### src/rtl/sprite_row_hit_if.sv
// Pixel-stream / bullet / hit-event bundle between the scan pipeline, game logic
// and the sprite row collision detector.
interface sprite_row_hit_if #(
  parameter int INVADERS_H = 11,
  parameter int RES_H      = 640,
  parameter int RES_V      = 480
);
  localparam int XW = $clog2(RES_H) + 1;
  localparam int YW = $clog2(RES_V) + 1;
  localparam int SW = $clog2(INVADERS_H) + 1;

  logic [XW-1:0]         pixel_x;
  logic [YW-1:0]         pixel_y;
  logic                  frame_start;
  logic [SW-1:0]         spr_draw;
  logic                  bullet_active;
  logic [XW-1:0]         bullet_x;
  logic [YW-1:0]         bullet_y;
  logic                  row_load;
  logic [INVADERS_H-1:0] row_init;
  logic                  hit_ack;
  logic [INVADERS_H-1:0] sprites;
  logic                  hit_valid;
  logic [SW-1:0]         hit_idx;
  logic                  row_empty;

  modport master (
    output pixel_x, pixel_y, frame_start, spr_draw, bullet_active,
           bullet_x, bullet_y, row_load, row_init, hit_ack,
    input  sprites, hit_valid, hit_idx, row_empty
  );

  modport slave (
    input  pixel_x, pixel_y, frame_start, spr_draw, bullet_active,
           bullet_x, bullet_y, row_load, row_init, hit_ack,
    output sprites, hit_valid, hit_idx, row_empty
  );
endinterface

### src/rtl/sprite_row_hit.sv
// Bullet vs. sprite-row collision detector: owns the row alive mask, clears the
// first sprite pixel the bullet touches and reports one hit per frame.
module sprite_row_hit #(
  parameter int INVADERS_H = 11,
  parameter int RES_H      = 640,
  parameter int RES_V      = 480,
  parameter int BULLET_W   = 2,
  parameter int BULLET_H   = 8
) (
  input  logic            clk,
  input  logic            rst_n,
  sprite_row_hit_if.slave bus
);
  localparam int XW = $clog2(RES_H) + 1;
  localparam int YW = $clog2(RES_V) + 1;
  localparam int SW = $clog2(INVADERS_H) + 1;

  typedef enum logic [1:0] {
    IDLE       = 2'd0,
    ARMED      = 2'd1,
    PENDING    = 2'd2,
    WAIT_FRAME = 2'd3
  } state_e;

  state_e                state_q, state_d;
  logic [INVADERS_H-1:0] sprites_q, sprites_d;
  logic                  hit_valid_q, hit_valid_d;
  logic [SW-1:0]         hit_idx_q, hit_idx_d;
  logic                  in_bullet_d_q, in_bullet_d_d;

  // Bounds are widened one bit so bullet_x+BULLET_W cannot wrap at the screen edge.
  logic [XW:0] x_lo, x_hi, x_px;
  logic [YW:0] y_lo, y_hi, y_px;
  logic        in_bullet;

  always_comb begin
    x_lo = {1'b0, bus.bullet_x};
    x_hi = {1'b0, bus.bullet_x} + (XW+1)'(BULLET_W);
    x_px = {1'b0, bus.pixel_x};
    y_lo = {1'b0, bus.bullet_y};
    y_hi = {1'b0, bus.bullet_y} + (YW+1)'(BULLET_H);
    y_px = {1'b0, bus.pixel_y};
    in_bullet = bus.bullet_active &&
                (x_px >= x_lo) && (x_px < x_hi) &&
                (y_px >= y_lo) && (y_px < y_hi);
    in_bullet_d_d = in_bullet;
  end

  // Decode spr_draw against the live mask; out-of-range codes match no bit.
  logic [INVADERS_H-1:0] hit_oh;
  logic                  sel_alive;
  logic                  coin;

  always_comb begin
    hit_oh    = '0;
    sel_alive = 1'b0;
    for (int j = 0; j < INVADERS_H; j++) begin
      if (bus.spr_draw == SW'(j + 1)) begin
        hit_oh[j] = 1'b1;
        sel_alive = sprites_q[j];
      end
    end
    coin = in_bullet_d_q && sel_alive;
  end

  // State register
  always_ff @(posedge clk or negedge rst_n) begin
    if (!rst_n) state_q <= IDLE;
    else        state_q <= state_d;
  end

  // Next-state logic; row_load overrides everything.
  always_comb begin
    state_d = state_q;
    if (bus.row_load) begin
      state_d = ARMED;
    end else begin
      case (state_q)
        IDLE:       state_d = IDLE;
        ARMED:      if (coin)            state_d = PENDING;
        PENDING:    if (bus.hit_ack)     state_d = WAIT_FRAME;
        WAIT_FRAME: if (bus.frame_start) state_d = ARMED;
        default:    state_d = IDLE;
      endcase
    end
  end

  // Output / datapath logic
  always_comb begin
    sprites_d   = sprites_q;
    hit_valid_d = hit_valid_q;
    hit_idx_d   = hit_idx_q;
    if (bus.row_load) begin
      sprites_d   = bus.row_init;
      hit_valid_d = 1'b0;
      hit_idx_d   = '0;
    end else if (state_q == ARMED && coin) begin
      sprites_d   = sprites_q & ~hit_oh;
      hit_valid_d = 1'b1;
      hit_idx_d   = bus.spr_draw - SW'(1);
    end else if (state_q == PENDING && bus.hit_ack) begin
      hit_valid_d = 1'b0;
    end
  end

  always_ff @(posedge clk or negedge rst_n) begin
    if (!rst_n) begin
      sprites_q     <= '0;
      hit_valid_q   <= 1'b0;
      hit_idx_q     <= '0;
      in_bullet_d_q <= 1'b0;
    end else begin
      sprites_q     <= sprites_d;
      hit_valid_q   <= hit_valid_d;
      hit_idx_q     <= hit_idx_d;
      in_bullet_d_q <= in_bullet_d_d;
    end
  end

  assign bus.sprites   = sprites_q;
  assign bus.hit_valid = hit_valid_q;
  assign bus.hit_idx   = hit_idx_q;
  assign bus.row_empty = (sprites_q == '0);
endmodule

### src/flat_wrapper.sv
// flat-port wrapper written by rule: the top's interface ports become plain ports
module sprite_row_hit_flat 
#(
  parameter int INVADERS_H = 11,
  parameter int RES_H      = 640,
  parameter int RES_V      = 480,
  parameter int BULLET_W   = 2,
  parameter int BULLET_H   = 8
)
  (clk, rst_n, bus_pixel_x, bus_pixel_y, bus_frame_start, bus_spr_draw, bus_bullet_active, bus_bullet_x, bus_bullet_y, bus_row_load, bus_row_init, bus_hit_ack, bus_sprites, bus_hit_valid, bus_hit_idx, bus_row_empty);
  sprite_row_hit_if #(.INVADERS_H(INVADERS_H), .RES_H(RES_H), .RES_V(RES_V)) bus_i ();
  input  logic clk;
  input  logic rst_n;
  input wire logic [$bits(bus_i.pixel_x)-1:0] bus_pixel_x;
  input wire logic [$bits(bus_i.pixel_y)-1:0] bus_pixel_y;
  input wire logic [$bits(bus_i.frame_start)-1:0] bus_frame_start;
  input wire logic [$bits(bus_i.spr_draw)-1:0] bus_spr_draw;
  input wire logic [$bits(bus_i.bullet_active)-1:0] bus_bullet_active;
  input wire logic [$bits(bus_i.bullet_x)-1:0] bus_bullet_x;
  input wire logic [$bits(bus_i.bullet_y)-1:0] bus_bullet_y;
  input wire logic [$bits(bus_i.row_load)-1:0] bus_row_load;
  input wire logic [$bits(bus_i.row_init)-1:0] bus_row_init;
  input wire logic [$bits(bus_i.hit_ack)-1:0] bus_hit_ack;
  output wire logic [$bits(bus_i.sprites)-1:0] bus_sprites;
  output wire logic [$bits(bus_i.hit_valid)-1:0] bus_hit_valid;
  output wire logic [$bits(bus_i.hit_idx)-1:0] bus_hit_idx;
  output wire logic [$bits(bus_i.row_empty)-1:0] bus_row_empty;
  assign bus_i.pixel_x = bus_pixel_x;
  assign bus_i.pixel_y = bus_pixel_y;
  assign bus_i.frame_start = bus_frame_start;
  assign bus_i.spr_draw = bus_spr_draw;
  assign bus_i.bullet_active = bus_bullet_active;
  assign bus_i.bullet_x = bus_bullet_x;
  assign bus_i.bullet_y = bus_bullet_y;
  assign bus_i.row_load = bus_row_load;
  assign bus_i.row_init = bus_row_init;
  assign bus_i.hit_ack = bus_hit_ack;
  assign bus_sprites = bus_i.sprites;
  assign bus_hit_valid = bus_i.hit_valid;
  assign bus_hit_idx = bus_i.hit_idx;
  assign bus_row_empty = bus_i.row_empty;
  sprite_row_hit #(.INVADERS_H(INVADERS_H), .RES_H(RES_H), .RES_V(RES_V), .BULLET_W(BULLET_W), .BULLET_H(BULLET_H)) u_core (.clk(clk), .rst_n(rst_n), .bus(bus_i));
endmodule
### config.mk
export PLATFORM = sky130hd
export DESIGN_NAME = sprite_row_hit_flat
export DESIGN_NICKNAME = d
export VERILOG_FILES = /design/src/rtl/sprite_row_hit_if.sv /design/src/rtl/sprite_row_hit.sv /design/src/flat_wrapper.sv
export SDC_FILE = /design/constraint.sdc
export NUM_CORES = 1
export LEC_CHECK = 0
export CAP_MARGIN = 40
export CELL_PAD_IN_SITES_DETAIL_PLACEMENT = 0
export CELL_PAD_IN_SITES_GLOBAL_PLACEMENT = 1
export CORE_MARGIN = 1.5
export CORE_UTILIZATION = 30
export CTS_CLUSTER_DIAMETER = 150
export DETAILED_ROUTE_END_ITERATION = 8
export GPL_TIMING_DRIVEN = 0
export HOLD_SLACK_MARGIN = 0.05
export PLACE_DENSITY = 0.79
export SYNTH_ARGS = -nofsm -noshare
export SYNTH_HDL_FRONTEND = slang
export SYNTH_SLANG_ARGS = --single-unit
export TNS_END_PERCENT = 5
### constraint.sdc
create_clock -name clk -period 2 [get_ports clk]
set_clock_uncertainty 0.2 [all_clocks]
set_input_delay 0.4 -clock clk [delete_from_list [all_inputs] [get_ports clk]]
set_output_delay 0.4 -clock clk [all_outputs]
set_load 0.005 [all_outputs]
[Word-level counts from Yosys, hierarchy flattened]
Cells that the tools add are included.
Widths: inputs -> output; s select.
Storage, ports and cells
  register bits after elaboration: 20
  output and inout bits: 18
  word-level logic and storage cells: 77
Operators by class
  $add $sub $neg: 3
  order comparisons: 4
  eq/ne operators: 17
  multiplexer cells: 34
  bitwise operators: 2
  reductions and logical operators: 12
Operators with widths (number)
  $mux 1: 25
  $mux 11: 2
  $eq 5x3->1 const B: 4
  $eq 5x4->1 const B: 4
  $add 11x2->12 const B: 1
  $lt 11x12->1: 1
  $add 10x4->11 const B: 1
  $and 11x11->11: 1
  $ge 11x11->1: 1
  $logic_not 11->1: 1
  $lt 10x11->1: 1
  $not 11->11: 1
  $eq 5x2->1 const B: 2
  $ge 10x10->1: 1
  $mux 5: 2
  $mux 2: 4
  $pmux 2 s4: 1
  $logic_and 1x1->1: 7
  $ne 3x3->1 const B: 2
  $eq 5x1->1 const B: 1
  $sub 5x1->5 const B: 1
  $eq 2x2->1 const B: 2
  $ne 3x2->1 const B: 1
  $reduce_and 3->1: 1
  other kinds (4): 4

[Depth between registers and ports, before layout]
Gate-level depths: netlist of the first run.
  depth in word-level cells: 16
  depth in mapped cells: 10
  gate-level depth less buffers: 10

[Least setup slack after synthesis of the first run]
OpenSTA, ideal clock, no wires.
  path kind: input -> register
  start: input bus_bullet_x[1]
  end: register u_core.in_bullet_d_q
  arrival: 2.026 ns
  required time: 1.699 ns
  path slack: -0.327 ns
  stages on the path: 9
  path through: ha_1 -> nand2_1 -> nor2_1 -> xnor2_1 -> ha_1 -> a21o_1 -> a2111oi_0 -> a21oi_1 -> nor4_1
On the way
  longest elaborated chain between the ends: 5
  elaborated cells between the ends (all ways): 7
  those cells by class: 1 x add/sub; 2 x order compare; 4 x reduce/logical
Ends and longest elaborated chain
  start: declaration: line flat_wrapper.sv:19  | input wire logic [$bits(bus_i.bullet_x)-1:0] bus_bullet_x;
  $add 11x2->12 or $ge 11x11->1 (tied branches): line sprite_row_hit.sv:38, sprite_row_hit.sv:44
  $lt 11x12->1 or $logic_and 1x1->1 (tied branches): line sprite_row_hit.sv:44, sprite_row_hit.sv:43
  $logic_and 1x1->1 * (2 in series): line sprite_row_hit.sv:44  | (x_px >= x_lo) && (x_px < x_hi) &&
  $logic_and 1x1->1 *: line sprite_row_hit.sv:45  | (y_px >= y_lo) && (y_px < y_hi);
  named net u_core.in_bullet: line sprite_row_hit.sv:34  | logic in_bullet;
  end signal: assignment: line sprite_row_hit.sv:116  | in_bullet_d_q <= in_bullet_d_d;
  end: declaration: line sprite_row_hit.sv:29  | logic in_bullet_d_q, in_bullet_d_d;
The timed path passes the listed nets; every way through them passes the cells marked *.
A chain may end at the register's enable or synchronous reset.

[Worst setup path after layout of the first run]
  start: input bus_spr_draw[4]
  end: register u_core.hit_idx_q[2] (netlist: u_core.bus.hit_idx[2])
On the way
  longest elaborated chain between the ends: 15
  elaborated cells between the ends (all ways): 25
  those cells by class: 11 x eq/ne; 11 x mux; 3 x reduce/logical
Ends and longest elaborated chain
  start: declaration: line flat_wrapper.sv:17  | input wire logic [$bits(bus_i.spr_draw)-1:0] bus_spr_draw;
  $eq 5x1->1: line sprite_row_hit.sv:58  | if (bus.spr_draw == SW'(j + 1)) begin
  $mux 1 (10 in series): line sprite_row_hit.sv:58
  $mux 1 *: line sprite_row_hit.sv:58
  $logic_and 1x1->1 *: line sprite_row_hit.sv:63  | coin = in_bullet_d_q && sel_alive;
  $logic_and 1x1->1 *: line sprite_row_hit.sv:97  | end else if (state_q == ARMED && coin) begin
  $reduce_bool 2->1 (no source line) *
  end signal: assignment: line sprite_row_hit.sv:115  | hit_idx_q <= hit_idx_d;
  end: declaration: line sprite_row_hit.sv:28  | logic [SW-1:0] hit_idx_q, hit_idx_d;
Mark *: on every way between the ends. The rest lies on a longest branch, timed or not.

==> impl_metrics.csv, run 1 <==
group,metric,value,unit
grt,grt_max_degree,14,
synth,synth_seq_cells,20,
detailed_routing,first_pass_iters,4,
status,violations,"setup timing",
detailed_routing,antenna_left,0,
synth,synth_most_common_cell,"ha_1",
critical_path,rrSetupSlack,-0.16,ns
synth,synth_top_area_cell,"ha_1",
die,core_area,7770,µm²
synth,synth.net_count,409,
timing,max-slew-margin-rel,66.2,%
timing,drv_slew,0,
timing,fin_crit,2.19,ns
die,die_w,92.9,µm
power,p_comb_share,49.3,%
detailed_routing,dr.first_iter.drc_count,71,
critical_path,r2r_end,"u_core.bus.hit_idx[0]$_DFFE_PN0P_",
power,p_leak,0.00164,µW
die,initial_core_util,31.2,%
detailed_routing,drt_wl_total,6920,µm
synth,async_reset_ff_share,100,%
die,io_pins,82,
grt,top_usage_layer,"met2",
synth,syn_area,2420,µm²
synth,synth-main-ff-cell,"dfrtp_1",
power,pwr-share-clk,20.0,%
timing,tightest_slew,0.507,ns
placement,gp_congestion,0.891,
synth,synth_top_area_share,24.8,%
synth,postSynthAreaPerCell,8.16,µm²
detailed_routing,wire_per_inst,14.0,µm
placement,pre_cts_ws,-1.08,ns
timing,final-hold-violation-count,0,
clocking,cts_buffer_depth,2,
job,drv_cap,0,
final_layout,fill_cells,766,
synth,seq_area_frac_synth,20.7,%
synth,synth_edf_count,0,
grt,grt_use_total,16.1,%
die,die_y,92.9,µm
timing,fin_crit_sh,110,%
timing,rsz0062_at_grt,"true",
detailed_routing,drc_errors,0,
final_layout,diodes,0,
critical_path,critPathCaptureType,"flop",
status,outcome,"finished, violations left",
die,rows,32,
timing,fmax,0.456,GHz
synth,synth_area_leaders,"ha_1 25%, dfrtp_1 21%, inv_1 5.6%, o21ai_0 5.6%, xnor2_1 5.4%",
clocking,cts_root_buffer,"clkbuf_8",
power,pwr-share-seq,30.7,%
power,p_int,1010,µW
grt,antenna_found_initial,0,
final_layout,final_nets,504,
critical_path,startpoint,"bus_spr_draw[4]",
detailed_routing,via_per_inst,5.12,
min_path,hp-class,"in -> async",
timing,finalWorstSetupSlack,-0.195,ns
clocking,path_clk_slew,0.08,ns
die,die-area,8630,µm²
critical_path,crit_path_max_fanout,6,
synth,synthCells,297,
timing,holdWs,0.215,ns
power,pwr_density_cell,416,nW/µm²
grt,grt.met3_usage,2.30,%
synth,yosysWarnings,0,
placement,numPortBuffers,80,
grt,grt.overflow.total,0,
power,p_sw_share,36.8,%
final_layout,area_growth,57.7,%
grt,grt_use_met1,18.9,%
timing,setup_violations,20,
synth,synth_cell_type_count,46,
clocking,cts_tree,"done",
grt,use_met2,29.9,%
clocking,cts_hold_buf,0,
critical_path,reg2reg_depth,7,
critical_path,cp-start-kind,"primary input",
placement,dpl.hpwl,5640,µm
clocking,cts_made_buffers,3,
critical_path,worstPathArrival,2.12,ns
grt,grt_pass1_vias,2571,
power,p_sw,586,µW
critical_path,crit_path_end,"u_core.bus.hit_idx[2]$_DFFE_PN0P_",
detailed_routing,vias,2524,
power,ir_worst_vdd,0.212,mV
synth,synthTopCellsByCount,"48 x ha_1, 36 x inv_1, 27 x o21ai_0",
grt,grt_pass1_wl,11400,µm
clocking,cts_num_sinks,20,
critical_path,critical_path_class,"in -> reg",
clocking,clkLatencyLatePin,0.27,ns
critical_path,cp_data_required_time,1.93,ns
final_layout,final_layout_size_suffix_gt1_share,19.9,%
critical_path,rr_startpoint,"u_core.bus.sprites[0]$_DFFE_PN0P_",
clocking,cts-htree-levels,1,
state kept, by name, summed over array words and instances (netlist names):
signal	count
u_core.bus.hit_valid	1
u_core.bus.sprites	11
u_core.state_q	2
u_core.bus.hit_idx	5
u_core.in_bullet_d_q	1
worst max-delay path, stage by stage:
cell and delay, ns:
dlygate4sd2_1 0.29, or3b_4 0.44, nor2_4 0.14, a211oi_4 0.06, o31a_1 0.37, nor2_2 0.29
a211oi_1 0.13
worst min path at each step:
stage,depth (start not counted),end,start
final,1,u_core.bus.sprites[5]$_DFFE_PN0P_,rst_n
after detailed placement,2,u_core.bus.hit_idx[0]$_DFFE_PN0P_,u_core.bus.hit_idx[0]$_DFFE_PN0P_
after global placement,2,u_core.bus.hit_idx[0]$_DFFE_PN0P_,u_core.bus.hit_idx[0]$_DFFE_PN0P_
after floorplan,0,u_core.bus.hit_idx[0]$_DFFE_PN0P_,rst_n
after global routing,1,u_core.bus.sprites[9]$_DFFE_PN0P_,rst_n
after CTS,1,u_core.bus.sprites[5]$_DFFE_PN0P_,rst_n
logic make-up after synthesis:
| family | count (synthesis) | synth area share [%] |
|---|---|---|
| buffers and inverters | 43 | 6.81 |
| XOR/XNOR | 16 | 5.78 |
| AND/OR/NAND/NOR | 79 | 16.8 |
| flip-flops | 20 | 20.7 |
| AO/OA/AOI/OAI | 88 | 24.0 |
| multiplexers | 3 | 1.24 |
| adder cells (fa/ha/maj) | 48 | 24.8 |
metrics by stage:
step,setup TNS [ns],cell area [µm²],instances,util [%],total power [µW]
finish,-3.31,3820,493,49.2,1590
floorplan,-1.73,2570,297,-,898
global placement,-19.90,3500,479,45.0,1200
global route,-5.41,3820,493,49.2,1720
CTS,-3.43,3710,490,47.8,1570
detailed placement,-20.38,3510,480,45.2,1220
placed cells by master (no fill, tap or decap), types with 3 or more instances in the layout:
cell type / netlist / final
nor2_1: 13 / 9
nand3_1: 17 / 14
a21oi_2: 0 / 5
clkbuf_8: 0 / 5
buf_2: 2 / 4
xnor2_1: 15 / 15
clkbuf_1: 4 / 4
nand4_1: 7 / 7
o21ai_2: 0 / 5
ha_1: 48 / 40
clkdlybuf4s15_2: 0 / 3
mux2i_1: 3 / 3
a21oi_1: 16 / 11
nand2_1: 15 / 14
o21ai_0: 27 / 6
a211oi_2: 0 / 3
nor2b_1: 10 / 7
ha_4: 0 / 7
a21o_1: 4 / 4
inv_1: 36 / 33
clkdlybuf4s50_1: 0 / 56
a211oi_1: 7 / 3
dfrtp_1: 20 / 20
o21ai_1: 0 / 16
dlymetal6s2s_1: 0 / 6
o211ai_1: 3 / 3
o21a_1: 7 / 7
buf_4: 0 / 13
dlygate4sd2_1: 0 / 5
layer usage:
| layer | share of wire [%] | wire, µm |
|---|---|---|
| met1 | 43 | 2940 |
| met3 | 5.7 | 393 |
| met2 | 50 | 3470 |
| met5 | 0 | 0 |
| met4 | 1.7 | 115 |
area by class of cell:
cell class	count	area [µm²]	share of cell area, %
Sequential cell	20	500	13.1
Inverter	36	146	3.83
Clock buffer	4	55.1	1.44
Timing Repair Buffer	90	886	23.2
Buffer	7	43.8	1.15
Tap cell	102	128	3.34
Multi-Input combinational cell	234	2060	54.0
power groups by stage:
stage          clock network, µW  logic (µW)  registers (µW)
2_1_floorplan                  0         415             483
3_3_place_gp                   0         709             493
3_5_place_dp                   0         723             495
4_1_cts                      324         759             486
5_1_grt                      345         881             494
6_report                     319         785             489
timing repair:
item | in CTS | in global routing
buffers inserted | 5 | 3
pin swaps | 21 | 16
cloned | 1 | 0
resized for setup | 78 | 31
endpoints found under the setup margin | 21 | 20
No activity file was read; power rests on OpenSTA's default activity.
==> inputs of run 2 (changes only) <==
--- a/config.mk
+++ b/config.mk
@@ -14,7 +14,8 @@
 export DETAILED_ROUTE_END_ITERATION = 8
 export GPL_TIMING_DRIVEN = 0
 export HOLD_SLACK_MARGIN = 0.05
-export PLACE_DENSITY = 0.79
+export PLACE_DENSITY_LB_ADDON = 0.25
+export SLEW_MARGIN = 20
 export SYNTH_ARGS = -nofsm -noshare
 export SYNTH_HDL_FRONTEND = slang
 export SYNTH_SLANG_ARGS = --single-unit
==> run 2 against run 1 <==
  * The flow still finishes with violations (setup timing)
  * Sequential cell count is the same
  * Cell count grew 1.0%
  * Maximum frequency shrank 1.6%
  * Design area grew 0.92%
  * Routed wire length shrank 0.79%
  * Core utilization grew 0.45 points
  * Power grew 1.0%
  * Via count shrank 0.63%
  * Worst setup slack lost 0.035 ns
  * Clock-buffer cell count is the same
  * Hold slack gained 0.034 ns
  * Sequential power is essentially flat
  * Highest routed layer unchanged
==> impl_metrics.csv, run 2 (synthesis results as in run 1) <==
group,metric,value,unit
critical_path,rrSetupSlack,-0.20,ns
detailed_routing,antenna_left,0,
detailed_routing,wire_per_inst,13.8,µm
power,pwr_density_cell,417,nW/µm²
timing,max-slew-margin-rel,61.0,%
critical_path,cp_data_required_time,1.99,ns
critical_path,critPathCaptureType,"flop",
timing,fin_crit,2.23,ns
clocking,cts_made_buffers,3,
final_layout,area_growth,59.2,%
critical_path,rr_startpoint,"u_core.bus.sprites[0]$_DFFE_PN0P_",
status,violations,"setup timing",
clocking,cts-htree-levels,1,
timing,drv_slew,0,
clocking,path_clk_slew,0.08,ns
detailed_routing,via_per_inst,5.04,
job,drv_cap,0,
clocking,clkLatencyLatePin,0.27,ns
critical_path,worstPathArrival,2.22,ns
clocking,cts_tree,"done",
critical_path,crit_path_end,"u_core.bus.hit_idx[1]$_DFFE_PN0P_",
timing,tightest_slew,0.585,ns
status,outcome,"finished, violations left",
critical_path,crit_path_max_fanout,5,
placement,post_dp_cell_area,3510,µm²
final_layout,final_cell_count_no_fill,498,
die,die-area,8630,µm²
min_path,hp-class,"in -> async",
final_layout,fill_cells,747,
timing,holdWs,0.248,ns
timing,rsz0062_at_grt,"true",
final_layout,final_nets,509,
clocking,cts_root_buffer,"clkbuf_8",
die,io_pins,82,
detailed_routing,first_pass_iters,5,
timing,final-hold-violation-count,0,
die,rows,32,
final_layout,final_common_cell,"clkdlybuf4s50_1",
final_layout,layout_common_cells,"60 x clkdlybuf4s50_1, 43 x ha_1, 33 x inv_1",
placement,gp_congestion,0.883,
placement,numPortBuffers,80,
critical_path,startpoint,"bus_spr_draw[1]",
critical_path,critical_path_class,"in -> reg",
critical_path,reg2reg_depth,7,
placement,dpl.hpwl,5530,µm
grt,grt_pass1_wl,11800,µm
clocking,cts_buffer_depth,2,
critical_path,cp-start-kind,"primary input",
detailed_routing,drt_wl_total,6870,µm
grt,grt_max_degree,13,
grt,grt.overflow.total,0,
critical_path,r2r_end,"u_core.bus.hit_idx[1]$_DFFE_PN0P_",
final_layout,diodes,0,
grt,grt_pass1_vias,2515,
die,core_area,7770,µm²
clocking,cts_num_sinks,20,
power,ir_worst_vdd,0.164,mV
detailed_routing,drc_errors,0,
power,p_leak,0.00165,µW
grt,grt_use_total,16.7,%
timing,fmax,0.449,GHz
timing,setup_violations,20,
die,die_w,92.9,µm
final_layout,final_layout_size_suffix_gt1_share,21.0,%
detailed_routing,dr.first_iter.drc_count,138,
final_layout,largest_reg_flops,11,
grt,antenna_found_initial,0,
placement,dp.cells,480,
timing,finalWorstSetupSlack,-0.230,ns
timing,fin_crit_sh,111,%
die,die_y,92.9,µm
final_layout,final_cell_area,3860,µm²
die,initial_core_util,31.2,%
detailed_routing,vias,2508,
-- run 2: power breakdown --
group	internal [µW]	total, µW	leakage [µW]	switching, µW
clock	176	326	0.0000288	150
sequential	442	487	0.000254	45.8
combinational	390	795	0.00136	405
-- run 2: worst min-delay path by stage --
stage	end	slack, ns	depth (start not counted)	start
6_report	u_core.bus.sprites[6]$_DFFE_PN0P_	0.25	1	rst_n
4_1_cts	u_core.bus.sprites[8]$_DFFE_PN0P_	0.26	1	rst_n
3_5_place_dp	u_core.bus.hit_idx[0]$_DFFE_PN0P_	0.37	2	u_core.bus.hit_idx[0]$_DFFE_PN0P_
3_3_place_gp	u_core.bus.hit_idx[0]$_DFFE_PN0P_	0.37	2	u_core.bus.hit_idx[0]$_DFFE_PN0P_
5_1_grt	u_core.bus.sprites[4]$_DFFE_PN0P_	0.28	1	rst_n
2_1_floorplan	u_core.bus.hit_idx[0]$_DFFE_PN0P_	-0.1	0	rst_n
-- run 2: cell type report --
type,instances,area [µm²],area share [%]
Timing Repair Buffer,95,908,23.5
Tap cell,102,128,3.31
Multi-Input combinational cell,234,2080,53.8
Sequential cell,20,500,13.0
Inverter,36,146,3.79
Clock buffer,4,55.1,1.43
Buffer,7,43.8,1.14
-- run 2: timing repair --
action	4_1_cts	5_1_grt
resized for setup	100	18
buffers inserted	6	7
hold buffers	0	0
pin swaps	30	14
endpoints found under the setup margin	21	20
cloned	1	0
-- run 2: metrics by stage --
| step | util [%] | TNS [ns] | total power, µW | setup slack, ns |
|---|---|---|---|---|
| floorplan | - | -1.73 | 898 | -0.120 |
| global placement | 45.0 | -20.45 | 1210 | -1.06 |
| detailed placement | 45.2 | -20.70 | 1220 | -1.08 |
| CTS | 48.5 | -2.79 | 1600 | -0.188 |
| global route | 49.7 | -5.01 | 1740 | -0.301 |
| finish | 49.7 | -3.39 | 1610 | -0.230 |
-- run 2: metal layers --
metal / vias up / share of wire [%] / GRT usage [%]
met4: 0 / 1.6 / 4.04
met3: 11 / 4.3 / 1.81
met2: 65 / 50 / 30.5
met1: 1152 / 44 / 20.7
li1: 1280 / - / -
met5: - / 0 / 0
-- run 2: worst max-delay path, stage by stage --
cell	delay, ns
buf_12	0.10
inv_8	0.03
ha_4	0.15
nor2b_4	0.13
a221o_1	0.37
a211oi_4	0.29
o31a_1	0.33
clkbuf_8	0.22
o21ai_2	0.06
a21oi_2	0.13
==> inputs of run 3 (changes only) <==
--- a/config.mk
+++ b/config.mk
@@ -15,7 +15,6 @@
 export GPL_TIMING_DRIVEN = 0
 export HOLD_SLACK_MARGIN = 0.05
 export PLACE_DENSITY_LB_ADDON = 0.25
-export SLEW_MARGIN = 20
 export SYNTH_ARGS = -nofsm -noshare
 export SYNTH_HDL_FRONTEND = slang
 export SYNTH_SLANG_ARGS = --single-unit
==> constraint.sdc (replaced) <==
create_clock -name clk -period 1.89 [get_ports clk]
set_clock_uncertainty 0.2 [all_clocks]
set_input_delay 0.378 -clock clk [delete_from_list [all_inputs] [get_ports clk]]
set_output_delay 0.378 -clock clk [all_outputs]
set_load 0.005 [all_outputs]
==> run 3 against run 2 <==
  * The run still ends with setup timing left
  * Core utilization decreased by 0.097 points
  * Combinational power increased by 5.3%
  * First-iteration DRC count increased by 0.72%
  * Die area unchanged
  * Sequential power increased by 6.0%
  * Sequential share of layout area about the same
  * Sequential cell count unchanged
  * Critical path type unchanged
  * Critical endpoint unchanged
==> impl_metrics.csv, run 3 (synthesis results as in run 1) <==
group,metric,value,unit
grt,antenna_found_initial,0,
clocking,clkLatencyLatePin,0.27,ns
critical_path,cp_data_required_time,1.88,ns
die,rows,32,
placement,dpl.hpwl,5530,µm
clocking,path_clk_slew,0.08,ns
final_layout,largest_reg_flops,11,
critical_path,rrSetupSlack,-0.29,ns
clocking,cts_made_buffers,3,
critical_path,cp-start-kind,"primary input",
clocking,cts_num_sinks,20,
timing,tightest_slew,0.591,ns
final_layout,final_common_cell,"clkdlybuf4s50_1",
final_layout,area_growth,58.9,%
timing,max-slew-margin-rel,60.6,%
status,outcome,"finished, violations left",
final_layout,final_nets,508,
detailed_routing,wire_per_inst,13.8,µm
power,power,1700,µW
timing,fin_setup_tns,-5.17,ns
clocking,cts_hold_buf,0,
timing,holdWs,0.224,ns
clocking,cts_buffer_depth,2,
critical_path,critPathCaptureType,"flop",
timing,setup_violations,20,
critical_path,crit_path_max_fanout,5,
detailed_routing,vias,2507,
grt,grt_pass1_vias,2518,
detailed_routing,first_pass_iters,4,
power,p_leak,0.00164,µW
die,die_y,92.9,µm
clocking,cts_tree,"done",
timing,rsz0062_at_grt,"true",
grt,grt.overflow.total,0,
placement,post_dp_cell_area,3510,µm²
placement,gp_congestion,0.883,
grt,grt_max_degree,13,
die,initial_core_util,31.2,%
timing,final-hold-violation-count,0,
detailed_routing,via_per_inst,5.04,
clocking,cts-htree-levels,1,
die,die-area,8630,µm²
detailed_routing,drt_wl_total,6850,µm
grt,grt_pass1_wl,11800,µm
timing,finalWorstSetupSlack,-0.320,ns
die,io_pins,82,
detailed_routing,antenna_left,0,
timing,fin_crit_sh,117,%
power,ir_worst_vdd,0.173,mV
die,die_w,92.9,µm
status,violations,"setup timing",
grt,grt_use_total,16.7,%
power,pwr_density_cell,441,nW/µm²
final_layout,multi_input_area,2080,µm²
job,drv_cap,0,
timing,drv_slew,0,
timing,fmax,0.453,GHz
timing,fin_crit,2.21,ns
placement,numPortBuffers,80,
placement,pre_cts_ws,-1.17,ns
clocking,cts_root_buffer,"clkbuf_8",
critical_path,critical_path_class,"in -> reg",
final_layout,layout_common_cells,"60 x clkdlybuf4s50_1, 43 x ha_1, 33 x inv_1",
final_layout,diodes,0,
final_layout,seqCellArea,500,µm²
detailed_routing,dr.first_iter.drc_count,139,
detailed_routing,drc_errors,0,
min_path,hp-class,"in -> async",
final_layout,fill_cells,747,
critical_path,worstPathArrival,2.20,ns
die,core_area,7770,µm²
final_layout,final_cell_area,3850,µm²
final_layout,final_layout_size_suffix_gt1_share,20.8,%
-- run 3: cell count changes in the layout (fill, tap and decap cells not counted) --
cell   delta
buf_4     -1
-- run 3: path summary, 6_finish.rpt --
check                                                   from                           endpoint  depth (start not counted)
max                                          bus_spr_draw[1]  u_core.bus.hit_idx[1]$_DFFE_PN0P_                         10
min                                                    rst_n  u_core.bus.sprites[6]$_DFFE_PN0P_                          1
max reg2reg                u_core.bus.sprites[0]$_DFFE_PN0P_  u_core.bus.hit_idx[1]$_DFFE_PN0P_                          7
min reg2reg                u_core.bus.hit_idx[0]$_DFFE_PN0P_  u_core.bus.hit_idx[0]$_DFFE_PN0P_                          2
max in group asynchronous                              rst_n  u_core.bus.hit_idx[1]$_DFFE_PN0P_                          2
min in group clk                             bus_spr_draw[0]  u_core.bus.hit_idx[3]$_DFFE_PN0P_                          4
-- run 3: what timing repair did --
| action | 4_1_cts | 5_1_grt |
|---|---|---|
| endpoints found under the setup margin | 21 | 20 |
| pin swaps | 30 | 14 |
| gates cloned | 1 | 0 |
| buffers inserted | 7 | 5 |
| gates resized for setup | 100 | 18 |
-- run 3: critical path, cell delays in order --
cell      delay (ns)
buf_12          0.10
inv_8           0.03
ha_4            0.14
nor2b_4         0.13
a221o_1         0.37
a211oi_4        0.29
o31a_1          0.33
clkbuf_8        0.22
o21ai_2         0.06
a21oi_2         0.13
-- run 3: stage by stage --
step | cells | utilization, %
global route | 497 | 49.6
global placement | 479 | 45.0
floorplan | 297 | -
finish | 497 | 49.6
detailed placement | 480 | 45.2
CTS | 492 | 48.6
-- run 3: area by class of cell --
| type | count | share of cell area, % |
|---|---|---|
| Timing Repair Buffer | 94 | 23.4 |
| Clock buffer | 4 | 1.43 |
| Inverter | 36 | 3.80 |
| Sequential cell | 20 | 13.0 |
| Multi-Input combinational cell | 234 | 53.9 |
| Tap cell | 102 | 3.31 |
| Buffer | 7 | 1.14 |
-- run 3: power breakdown --
group          switching (µW)  internal [µW]
registers                48.5            467
clock network             157            186
logic                     427            411
-- run 3: per-layer routing --
layer,routed length [µm],share of wire [%],vias to the layer above,global-route usage [%]
met1,3010,44,1152,20.7
met2,3420,50,66,30.6
li1,-,-,1277,-
met3,301,4.4,12,1.81
met5,0,0,-,0
met4,119,1.7,0,4.04
